## src/rtl/fewcore_pkg.sv

```systemverilog
// Shared opcode/funct3 constants and the data-memory stage state type.
package fewcore_pkg;

    localparam logic [6:0] OP_LOAD  = 7'b0000011;
    localparam logic [6:0] OP_STORE = 7'b0100011;

    localparam logic [2:0] F3_B  = 3'b000;
    localparam logic [2:0] F3_H  = 3'b001;
    localparam logic [2:0] F3_W  = 3'b010;
    localparam logic [2:0] F3_BU = 3'b100;
    localparam logic [2:0] F3_HU = 3'b101;

    typedef enum logic [1:0] {
        IDLE = 2'd0,
        BUSY = 2'd1,
        RESP = 2'd2
    } mem_state_t;

endpackage

```

## src/rtl/mem_access_if.sv

```systemverilog
// Data-memory request/ack bus between the mem_access stage and data memory.
interface mem_access_if;

    logic        dmem_req;
    logic        dmem_we;
    logic [31:0] dmem_addr;
    logic [3:0]  dmem_be;
    logic [31:0] dmem_wdata;
    logic        dmem_ack;
    logic [31:0] dmem_rdata;

    modport master (
        output dmem_req, dmem_we, dmem_addr, dmem_be, dmem_wdata,
        input  dmem_ack, dmem_rdata
    );

    modport slave (
        input  dmem_req, dmem_we, dmem_addr, dmem_be, dmem_wdata,
        output dmem_ack, dmem_rdata
    );

endinterface

```

## src/rtl/mem_align.sv

```systemverilog
// Combinational byte-lane steering: store data/enables, load formatting and
// the misaligned/illegal-funct3 check.
module mem_align
    import fewcore_pkg::*;
(
    input  logic        is_load,
    input  logic        is_store,
    input  logic [2:0]  funct3,
    input  logic [1:0]  offset,
    input  logic [31:0] store_data,
    input  logic [2:0]  ld_funct3,
    input  logic [1:0]  ld_offset,
    input  logic [31:0] rdata,
    output logic [31:0] wdata,
    output logic [3:0]  be,
    output logic [31:0] load_data,
    output logic        err
);

    logic [31:0] lane_data;

    always_comb begin
        wdata = '0;
        be    = '0;
        err   = 1'b0;
        case (funct3)
            F3_B: begin
                wdata = {4{store_data[7:0]}};
                be    = 4'b0001 << offset;
            end
            F3_H: begin
                wdata = {2{store_data[15:0]}};
                be    = 4'b0011 << offset;
                err   = offset[0];
            end
            F3_W: begin
                wdata = store_data;
                be    = '1;
                err   = |offset;
            end
            // Unsigned variants exist for loads only
            F3_BU:   err = is_store;
            F3_HU:   err = is_store | offset[0];
            default: err = 1'b1;
        endcase
        if (is_load) begin
            be = '1;
        end
        if (!is_load && !is_store) begin
            err = 1'b0;
        end
    end

    assign lane_data = rdata >> {ld_offset, 3'b000};

    always_comb begin
        load_data = rdata;
        case (ld_funct3)
            F3_B, F3_BU: load_data = {lane_data[7:0], 24'h0};
            F3_H, F3_HU: load_data = {lane_data[15:0], 16'h0};
            default:     load_data = rdata;
        endcase
    end

endmodule

```

## src/rtl/mem_access.sv

```systemverilog
// Data-memory access stage: req/ack handshake FSM that stalls the pipeline
// while an access is outstanding and returns left-aligned load data.
module mem_access
    import fewcore_pkg::*;
#(
    parameter int unsigned XLEN = 32
) (
    input  logic            clk,
    input  logic            reset,
    input  logic            valid_in,
    input  logic [11:0]     operation,
    input  logic [XLEN-1:0] addr,
    input  logic [XLEN-1:0] store_data,
    output logic            stall,
    output logic [31:0]     mem_data,
    output logic            done,
    output logic            mem_err,
    mem_access_if.master    dmem
);

    mem_state_t  state_q, state_d;
    logic [6:0]  opcode;
    logic [2:0]  funct3;
    logic        is_load, is_store, mem_op;
    logic        unused_op_bits;

    logic        req_q, we_q;
    logic [31:0] addr_q, wdata_q, mem_data_q;
    logic [3:0]  be_q;
    logic [2:0]  f3_q;
    logic [1:0]  off_q;

    logic [31:0] wdata_c, load_data_c;
    logic [3:0]  be_c;
    logic        err_c;
    logic        issue;

    assign opcode         = operation[6:0];
    assign funct3         = operation[9:7];
    assign unused_op_bits = ^operation[11:10];
    assign is_load        = (opcode == OP_LOAD);
    assign is_store       = (opcode == OP_STORE);
    assign mem_op         = is_load | is_store;

    // Load formatting uses the latched funct3/offset, since dmem_addr has its low bits cleared
    mem_align u_align (
        .is_load    (is_load),
        .is_store   (is_store),
        .funct3     (funct3),
        .offset     (addr[1:0]),
        .store_data (store_data),
        .ld_funct3  (f3_q),
        .ld_offset  (off_q),
        .rdata      (dmem.dmem_rdata),
        .wdata      (wdata_c),
        .be         (be_c),
        .load_data  (load_data_c),
        .err        (err_c)
    );

    always_comb begin
        state_d = state_q;
        stall   = 1'b0;
        done    = 1'b0;
        mem_err = 1'b0;
        case (state_q)
            IDLE: begin
                if (valid_in && mem_op) begin
                    if (err_c) begin
                        mem_err = 1'b1;
                    end else begin
                        stall   = 1'b1;
                        state_d = BUSY;
                    end
                end
            end
            BUSY: begin
                stall = 1'b1;
                if (dmem.dmem_ack) begin
                    state_d = RESP;
                end
            end
            RESP: begin
                done    = 1'b1;
                state_d = IDLE;
            end
            default: state_d = IDLE;
        endcase
    end

    assign issue = (state_q == IDLE) && (state_d == BUSY);

    always_ff @(posedge clk or negedge reset) begin
        if (!reset) begin
            state_q    <= IDLE;
            req_q      <= 1'b0;
            we_q       <= 1'b0;
            addr_q     <= '0;
            be_q       <= '0;
            wdata_q    <= '0;
            f3_q       <= '0;
            off_q      <= '0;
            mem_data_q <= '0;
        end else begin
            state_q <= state_d;
            if (issue) begin
                req_q   <= 1'b1;
                we_q    <= is_store;
                addr_q  <= {addr[31:2], 2'b00};
                be_q    <= be_c;
                wdata_q <= wdata_c;
                f3_q    <= funct3;
                off_q   <= addr[1:0];
            end
            if ((state_q == BUSY) && dmem.dmem_ack) begin
                req_q <= 1'b0;
                if (!we_q) begin
                    mem_data_q <= load_data_c;
                end
            end
        end
    end

    assign mem_data        = mem_data_q;
    assign dmem.dmem_req   = req_q;
    assign dmem.dmem_we    = we_q;
    assign dmem.dmem_addr  = addr_q;
    assign dmem.dmem_be    = be_q;
    assign dmem.dmem_wdata = wdata_q;

endmodule

```

## src/flat_wrapper.sv

```systemverilog
// flat-port wrapper written by rule: the top's interface ports become plain ports
module mem_access_flat import fewcore_pkg::*;
#(
    parameter int unsigned XLEN = 32
)
  (clk, reset, valid_in, operation, addr, store_data, stall, mem_data, done, mem_err, dmem_dmem_req, dmem_dmem_we, dmem_dmem_addr, dmem_dmem_be, dmem_dmem_wdata, dmem_dmem_ack, dmem_dmem_rdata);
  mem_access_if dmem_i ();
  input  logic clk;
  input  logic reset;
  input  logic valid_in;
  input  logic [11:0] operation;
  input  logic [XLEN-1:0] addr;
  input  logic [XLEN-1:0] store_data;
  output logic stall;
  output logic [31:0] mem_data;
  output logic done;
  output logic mem_err;
  output wire logic [$bits(dmem_i.dmem_req)-1:0] dmem_dmem_req;
  output wire logic [$bits(dmem_i.dmem_we)-1:0] dmem_dmem_we;
  output wire logic [$bits(dmem_i.dmem_addr)-1:0] dmem_dmem_addr;
  output wire logic [$bits(dmem_i.dmem_be)-1:0] dmem_dmem_be;
  output wire logic [$bits(dmem_i.dmem_wdata)-1:0] dmem_dmem_wdata;
  input wire logic [$bits(dmem_i.dmem_ack)-1:0] dmem_dmem_ack;
  input wire logic [$bits(dmem_i.dmem_rdata)-1:0] dmem_dmem_rdata;
  assign dmem_dmem_req = dmem_i.dmem_req;
  assign dmem_dmem_we = dmem_i.dmem_we;
  assign dmem_dmem_addr = dmem_i.dmem_addr;
  assign dmem_dmem_be = dmem_i.dmem_be;
  assign dmem_dmem_wdata = dmem_i.dmem_wdata;
  assign dmem_i.dmem_ack = dmem_dmem_ack;
  assign dmem_i.dmem_rdata = dmem_dmem_rdata;
  mem_access #(.XLEN(XLEN)) u_core (.clk(clk), .reset(reset), .valid_in(valid_in), .operation(operation), .addr(addr), .store_data(store_data), .stall(stall), .mem_data(mem_data), .done(done), .mem_err(mem_err), .dmem(dmem_i));
endmodule
```

## config.mk

```make
export PLATFORM = sky130hd
export DESIGN_NAME = mem_access_flat
export DESIGN_NICKNAME = d
export VERILOG_FILES = /design/src/rtl/fewcore_pkg.sv /design/src/rtl/mem_access_if.sv /design/src/rtl/mem_align.sv /design/src/rtl/mem_access.sv /design/src/flat_wrapper.sv
export SDC_FILE = /design/constraint.sdc
export NUM_CORES = 1
export LEC_CHECK = 0
export ABC_CLOCK_PERIOD_IN_PS = 3000
export CAP_MARGIN = 30
export CORE_MARGIN = 5
export CORE_UTILIZATION = 46
export CTS_BUF_LIST = sky130_fd_sc_hd__clkbuf_4 sky130_fd_sc_hd__clkbuf_8 sky130_fd_sc_hd__clkbuf_16
export CTS_CLUSTER_DIAMETER = 150
export DETAILED_ROUTE_END_ITERATION = 8
export PLACE_DENSITY = 0.86
export SETUP_SLACK_MARGIN = 0.1
export SLEW_MARGIN = 25
export SYNTH_ARGS = -nofsm -noshare
export SYNTH_HDL_FRONTEND = slang
export SYNTH_SLANG_ARGS = --single-unit
```

## constraint.sdc

```tcl
create_clock -name clk -period 3 [get_ports clk]
set_input_delay 0.9 -clock clk [delete_from_list [all_inputs] [get_ports clk]]
set_output_delay 0.9 -clock clk [all_outputs]
set_load 0.05 [all_outputs]
```

# ---- Word level (Yosys, flattened, before mapping)
# Cells that the tools add are included.
dict set report totals {
  reg_bits 107
  input_bits 112
  out_inout_bits 105
  word_cells 60
}
dict set report classes {
  n_eq_ne 12
  shifts 3
  muxes 19
  bitwise 3
  n_reduce_logical 14
}
# operator count
set op_table {}
lappend op_table {{one-hot mux 32 bit (3 select lines)} 1}
lappend op_table {{one-hot mux 32 bit (2 select lines)} 1}
lappend op_table {{right shift 32 x 5 -> 16 bit} 1}
lappend op_table {{equality test 3 bit (second input constant)} 4}
lappend op_table {{one-hot mux 4 bit (3 select lines)} 1}
lappend op_table {{2-to-1 mux 1 bit} 9}
lappend op_table {{equality test 7 x 2 -> 1 bit (second input constant)} 1}
lappend op_table {{equality test 7 x 6 -> 1 bit (second input constant)} 1}
lappend op_table {{equality test 3 x 1 -> 1 bit (second input constant)} 2}
lappend op_table {{logical NOT 3 bit} 2}
lappend op_table {{2-to-1 mux 2 bit} 3}
lappend op_table {{OR reduction 2 bit} 3}
lappend op_table {{one-hot mux 1 bit (5 select lines)} 1}
lappend op_table {{equality test 2 x 1 -> 1 bit (second input constant)} 2}
lappend op_table {{logical AND 1 bit} 4}
lappend op_table {{2-to-1 mux 4 bit} 1}
lappend op_table {{one-hot mux 2 bit (2 select lines)} 1}
lappend op_table {{<< shifter 1 x 2 -> 4 bit (first input constant)} 1}
lappend op_table {{<< shifter 2 x 2 -> 4 bit (first input constant)} 1}
lappend op_table {{equality test 3 x 2 -> 1 bit (second input constant)} 1}
lappend op_table {{equality test 2 bit (second input constant)} 1}
lappend op_table {{logical NOT 1 bit} 2}
lappend op_table {{logical NOT 2 bit} 1}
lappend op_table {{bitwise OR 1 bit} 2}
lappend op_table {{4 further kinds} 4}

# ---- Longest topological paths before layout
dict set report logic_depth {
  ltp_word 11
  mapped_depth 7
  depth_no_buf 4
}

# ---- Cells and area by module
# Synthesis repeated with hierarchy kept, for this count alone.
dict set report unflattened {
  cells_unflattened 463
  hier_area_um2 5803.1
}
# module instances cells_per_inst area_each_um2 seq_area_each_um2
set by_module_without_submodules {}
lappend by_module_without_submodules {mem_access 1 243 4347.9 2677.6}
lappend by_module_without_submodules {mem_align 1 220 1455.1 0.0}

# ---- Worst setup path after synthesis
# OpenSTA, ideal clock, no wires.
dict set report synth_path {
  kind {input -> output}
  from {input port operation[3]}
  to {output port stall}
  arrival_time_ns 2.202
  slack_ns -0.102
  stages 4
  n_path_buf 0
  cell_sequence {nor4bb_1 > and2_1 > a31oi_1 > nor2_1}
}
dict set report synth_between {
  elab_chain_len 7
  word_cells_on_any_way 13
  cone_classes {eq/ne: 2; mux: 5; bitwise: 2; reduce/logical: 4}
}
# element line
set synth_rtl {}
lappend synth_rtl {{start, declared} flat_wrapper.sv:11} ;# input logic [11:0] operation;
lappend synth_rtl {{equality test 7 x 6 -> 1 bit or equality test 7 x 2 -> 1 bit (tied branches)} {mem_access.sv:42, mem_access.sv:41}}
lappend synth_rtl {{bitwise OR 1 bit or logical NOT 1 bit (tied branches)} {mem_align.sv:43, mem_align.sv:49}}
lappend synth_rtl {{one-hot mux 1 bit (5 select lines) or logical AND 1 bit (tied branches)} {mem_align.sv:26, mem_align.sv:49}}
lappend synth_rtl {{2-to-1 mux 1 bit} mem_align.sv:49} ;# if (!is_load && !is_store) begin
lappend synth_rtl {{2-to-1 mux 1 bit} mem_access.sv:69} ;# if (err_c) begin
lappend synth_rtl {{2-to-1 mux 1 bit (*)} mem_access.sv:68} ;# if (valid_in && mem_op) begin
lappend synth_rtl {{one-hot mux 1 bit (2 select lines) (*)} mem_access.sv:66} ;# case (state_q)
lappend synth_rtl {{end, declared} flat_wrapper.sv:14} ;# output logic stall;
# Mark *: on every way between the ends. The rest lies on a longest branch, timed or not.

# ---- Final worst setup path
# Ends and elaborated chain as after synthesis.

==> insert_results.sql <==
INSERT INTO impl_metrics (metric_group, metric, value, unit) VALUES
('route', 'routed-via-count', '4586', ''),
('floorplan', 'die-height', '114', 'um'),
('final_layout', 'fin_cells', '818', ''),
('sta', 'hold_viol', '0', ''),
('clocking', 'clock_tree.htree_level_count', '3', ''),
('critical_path', 'slowest_stage', 'sky130_fd_sc_hd__nor4bb_4', ''),
('global_route', 'antenna_found_initial', '4', ''),
('place', 'pre_cts_ws', '-358', 'ps'),
('place', 'numPlacedInstances', '795', ''),
('power_and_ir_drop', 'power-per-cell-area', '462', 'nW/um^2'),
('synthesis', 'yosys.cell_count.top_type', 'sky130_fd_sc_hd__dfrtp_1', ''),
('synthesis', 'ys.warnings.count', '0', ''),
('synthesis', 'ys.flop_type', 'sky130_fd_sc_hd__dfrtp_1', ''),
('critical_path', 'worst_path_dominant_cell_family', 'simple AND/OR/NAND/NOR gates', ''),
('synthesis', 'post_synth.cell_area_avg', '10.9', 'um^2'),
('place', 'final_weighted_congestion_in_routability_driven_placement', '0.853', ''),
('synthesis', 'synth.ff_latch_count', '106', ''),
('synthesis', 'multiplexer_share_of_the_synthesized_area', '16.5', '%'),
('critical_path', 'setup.worst_path.class', 'in -> out', ''),
('clocking', 'cts.path.max_buffers', '2', ''),
('synthesis', 'count_of_distinct_cell_types_in_the_synthesized_netlist', '42', ''),
('sta', 'worst_slew_margin_rel', '47.0', '%'),
('synthesis', 'yosys.area_share.xor_xnor', '0.175', '%'),
('worst_hold_path', 'worst_hold_path_type', 'reg -> reg', ''),
('global_route', 'wire_length_of_the_first_global_routing_pass', '24.8', 'mm'),
('job', 'maxCapViolCount', '0', ''),
('sta', 'final-setup-viol-count', '0', ''),
('global_route', 'track_usage', '24.0', '%'),
('synthesis', 'synth_top_area_share', '52.9', '%'),
('floorplan', 'design.die.area', '13100', 'um^2'),
('critical_path', 'worstPathCellList', 'buf_6 > nor4bb_4 > buf_4 > and2_4 > a31oi_4 > nor2_2 > buf_12', ''),
('final_layout', 'fill_cells', '807', ''),
('route', 'ant_nets', '0', ''),
('synthesis', 'synth_area', '5010', 'um^2'),
('final_layout', 'layout.nets', '782', ''),
('clocking', 'cts_bufs_inserted', '9', ''),
('place', 'postPlaceCellArea', '7350', 'um^2'),
('synthesis', 'synth_area_leaders', 'sky130_fd_sc_hd__dfrtp_1 (53%), sky130_fd_sc_hd__mux2_4 (9.0%), sky130_fd_sc_hd__nand2_1 (6.2%)', ''),
('clocking', 'cts.sink_count', '106', ''),
('sta', 'time_the_final_worst_path_needs_with_i_o_delays_and_setup', '2860', 'ps'),
('sta', 'whs', '479', 'ps'),
('route', 'drcViolationCount', '0', ''),
('final_layout', 'layout_cells_sized_above_1', '15.9', '%'),
('synthesis', 'number_of_flops_mapped_to_enable_cells_by_yosys', '0', ''),
('status', 'status', 'completed', ''),
('critical_path', 'endpoint_kind', 'output pin', ''),
('clocking', 'cts_tree', 'built', ''),
('power_and_ir_drop', 'post-layout-total-power', '3.55', 'mW'),
('critical_path', 'start_kind', 'input port', ''),
('synthesis', 'post_synth_inst_count', '458', ''),
('synthesis', 'synth-compound-area-share', '13.1', '%'),
('floorplan', 'floorplan.initialDensity', '46.6', '%'),
('synthesis', 'dominant_combinational_cell_family_by_area_after_synthesis', 'multiplexers', ''),
('route', 'detail_route.wl_per_cell', '19.2', 'um'),
('sta', 'rsz_0062_raised_after_global_routing', 'yes', ''),
('floorplan', 'dieWidth', '114', 'um'),
('sta', 'final-max-slew-violation-count', '0', ''),
('sta', 'postLayoutSetupSlackWorst', '143', 'ps'),
('power_and_ir_drop', 'irDropWorstVdd', '0.278', 'mV'),
('critical_path', 'worst-path-buf-inv', '3', ''),
('critical_path', 'path_max_fanout', '3', ''),
('critical_path', 'worst_ep_arrival_time', '1960', 'ps'),
('sta', 'setup_tns', '0', 'ps'),
('route', 'wl', '15.7', 'mm'),
('sta', 'finalClockSkew', '9.44', 'ps'),
('route', 'drt_first_iter_violations', '390', ''),
('global_route', 'grt_max_degree', '62', ''),
('floorplan', 'std_cell_rows', '38', ''),
('global_route', 'gr-total-overflow', '0', ''),
('global_route', 'number_of_global_route_vias_before_repair', '4739', ''),
('clocking', 'skew_pair_late_insertion_delay', '350', 'ps');
-- logic make-up (layout without fill, tap and decap cells) --
logic type / count (synthesis) / after routing
xor+xnor: 1 / 1
simple gates: 154 / 154
mux: 56 / 56
other cells: 1 / 5
flops: 106 / 106
compound gates: 100 / 100
buf+inv: 40 / 256
-- where the power goes --
part	switching (mW)	total [mW]	internal, mW
registers	0.0667	1.58	1.51
logic	0.550	0.954	0.403
clock network	0.507	1.01	0.505
-- layout by cell type, fill, tap and decap left out, drive strengths merged, types with 3 or more instances in the layout --
cell	instances
clkdlybuf4s50	196
dfrtp	106
nand2	83
mux2	41
nor2	39
buf	34
a21oi	30
o21ai	24
nand3	16
o31ai	16
clkbuf	11
a221oi	9
mux4	8
a222oi	8
a22oi	8
mux2i	7
inv	6
diode	3
nor2b	3
dlygate4sd2	3
-- worst register-to-register path: stages (launching register included) --
cell and delay, ps:
sky130_fd_sc_hd__dfrtp_1 860, sky130_fd_sc_hd__mux4_2 630, sky130_fd_sc_hd__a222oi_1 410, sky130_fd_sc_hd__a21oi_1 130
-- cell type report --
| type | instances | area (um^2) | area share (%) |
|---|---|---|---|
| clock inverter | 6 | 95.1 | 1.24 |
| inverter | 3 | 11.3 | 0.147 |
| timing repair buffer | 237 | 2340 | 30.5 |
| clock buffer | 10 | 138 | 1.79 |
| antenna | 3 | 7.51 | 0.0979 |
| multi-input combinational | 313 | 2250 | 29.3 |
| tap | 140 | 175 | 2.28 |
| sequential | 106 | 2650 | 34.6 |
-- sequential cells by signal (all words and copies together), names as in the netlist --
name and count:
u_core.f3_q 2, u_core.dmem.dmem_we 1, u_core.state_q 2, u_core.off_q 2
u_core.dmem.dmem_addr 30, u_core.dmem.dmem_req 1, u_core.mem_data 32, u_core.dmem.dmem_wdata 32
u_core.dmem.dmem_be 4
-- per-layer routing --
layer	up-vias	global-route usage (%)	routed length [um]
met5	-	0	7
met4	2	9.82	462
met3	35	6.24	1640
met2	286	40.3	7870
met1	2217	29.4	5710
li1	2046	-	-
-- final timing paths --
path | cells past startpoint | slack (ps) | start | end
hold reg to reg | 2 | 480 | u_core.mem_data[9] | u_core.mem_data[9]
min in group asynchronous | 1 | 590 | reset | u_core.mem_data[3]
setup / recovery | 7 | 140 | operation[3] | stall
hold / removal | 2 | 480 | u_core.mem_data[9] | u_core.mem_data[9]
max in group asynchronous | 2 | 1700 | reset | u_core.mem_data[29]
setup reg to reg | 3 | 840 | u_core.off_q[0] | u_core.mem_data[31]
-- timing repair --
item                       4_1_cts  5_1_grt
setup buffers                    4        0
pin swaps                        8        6
setup endpoints to repair        2        2
resized for setup               37       12
Power figures use the tool's default switching activity.
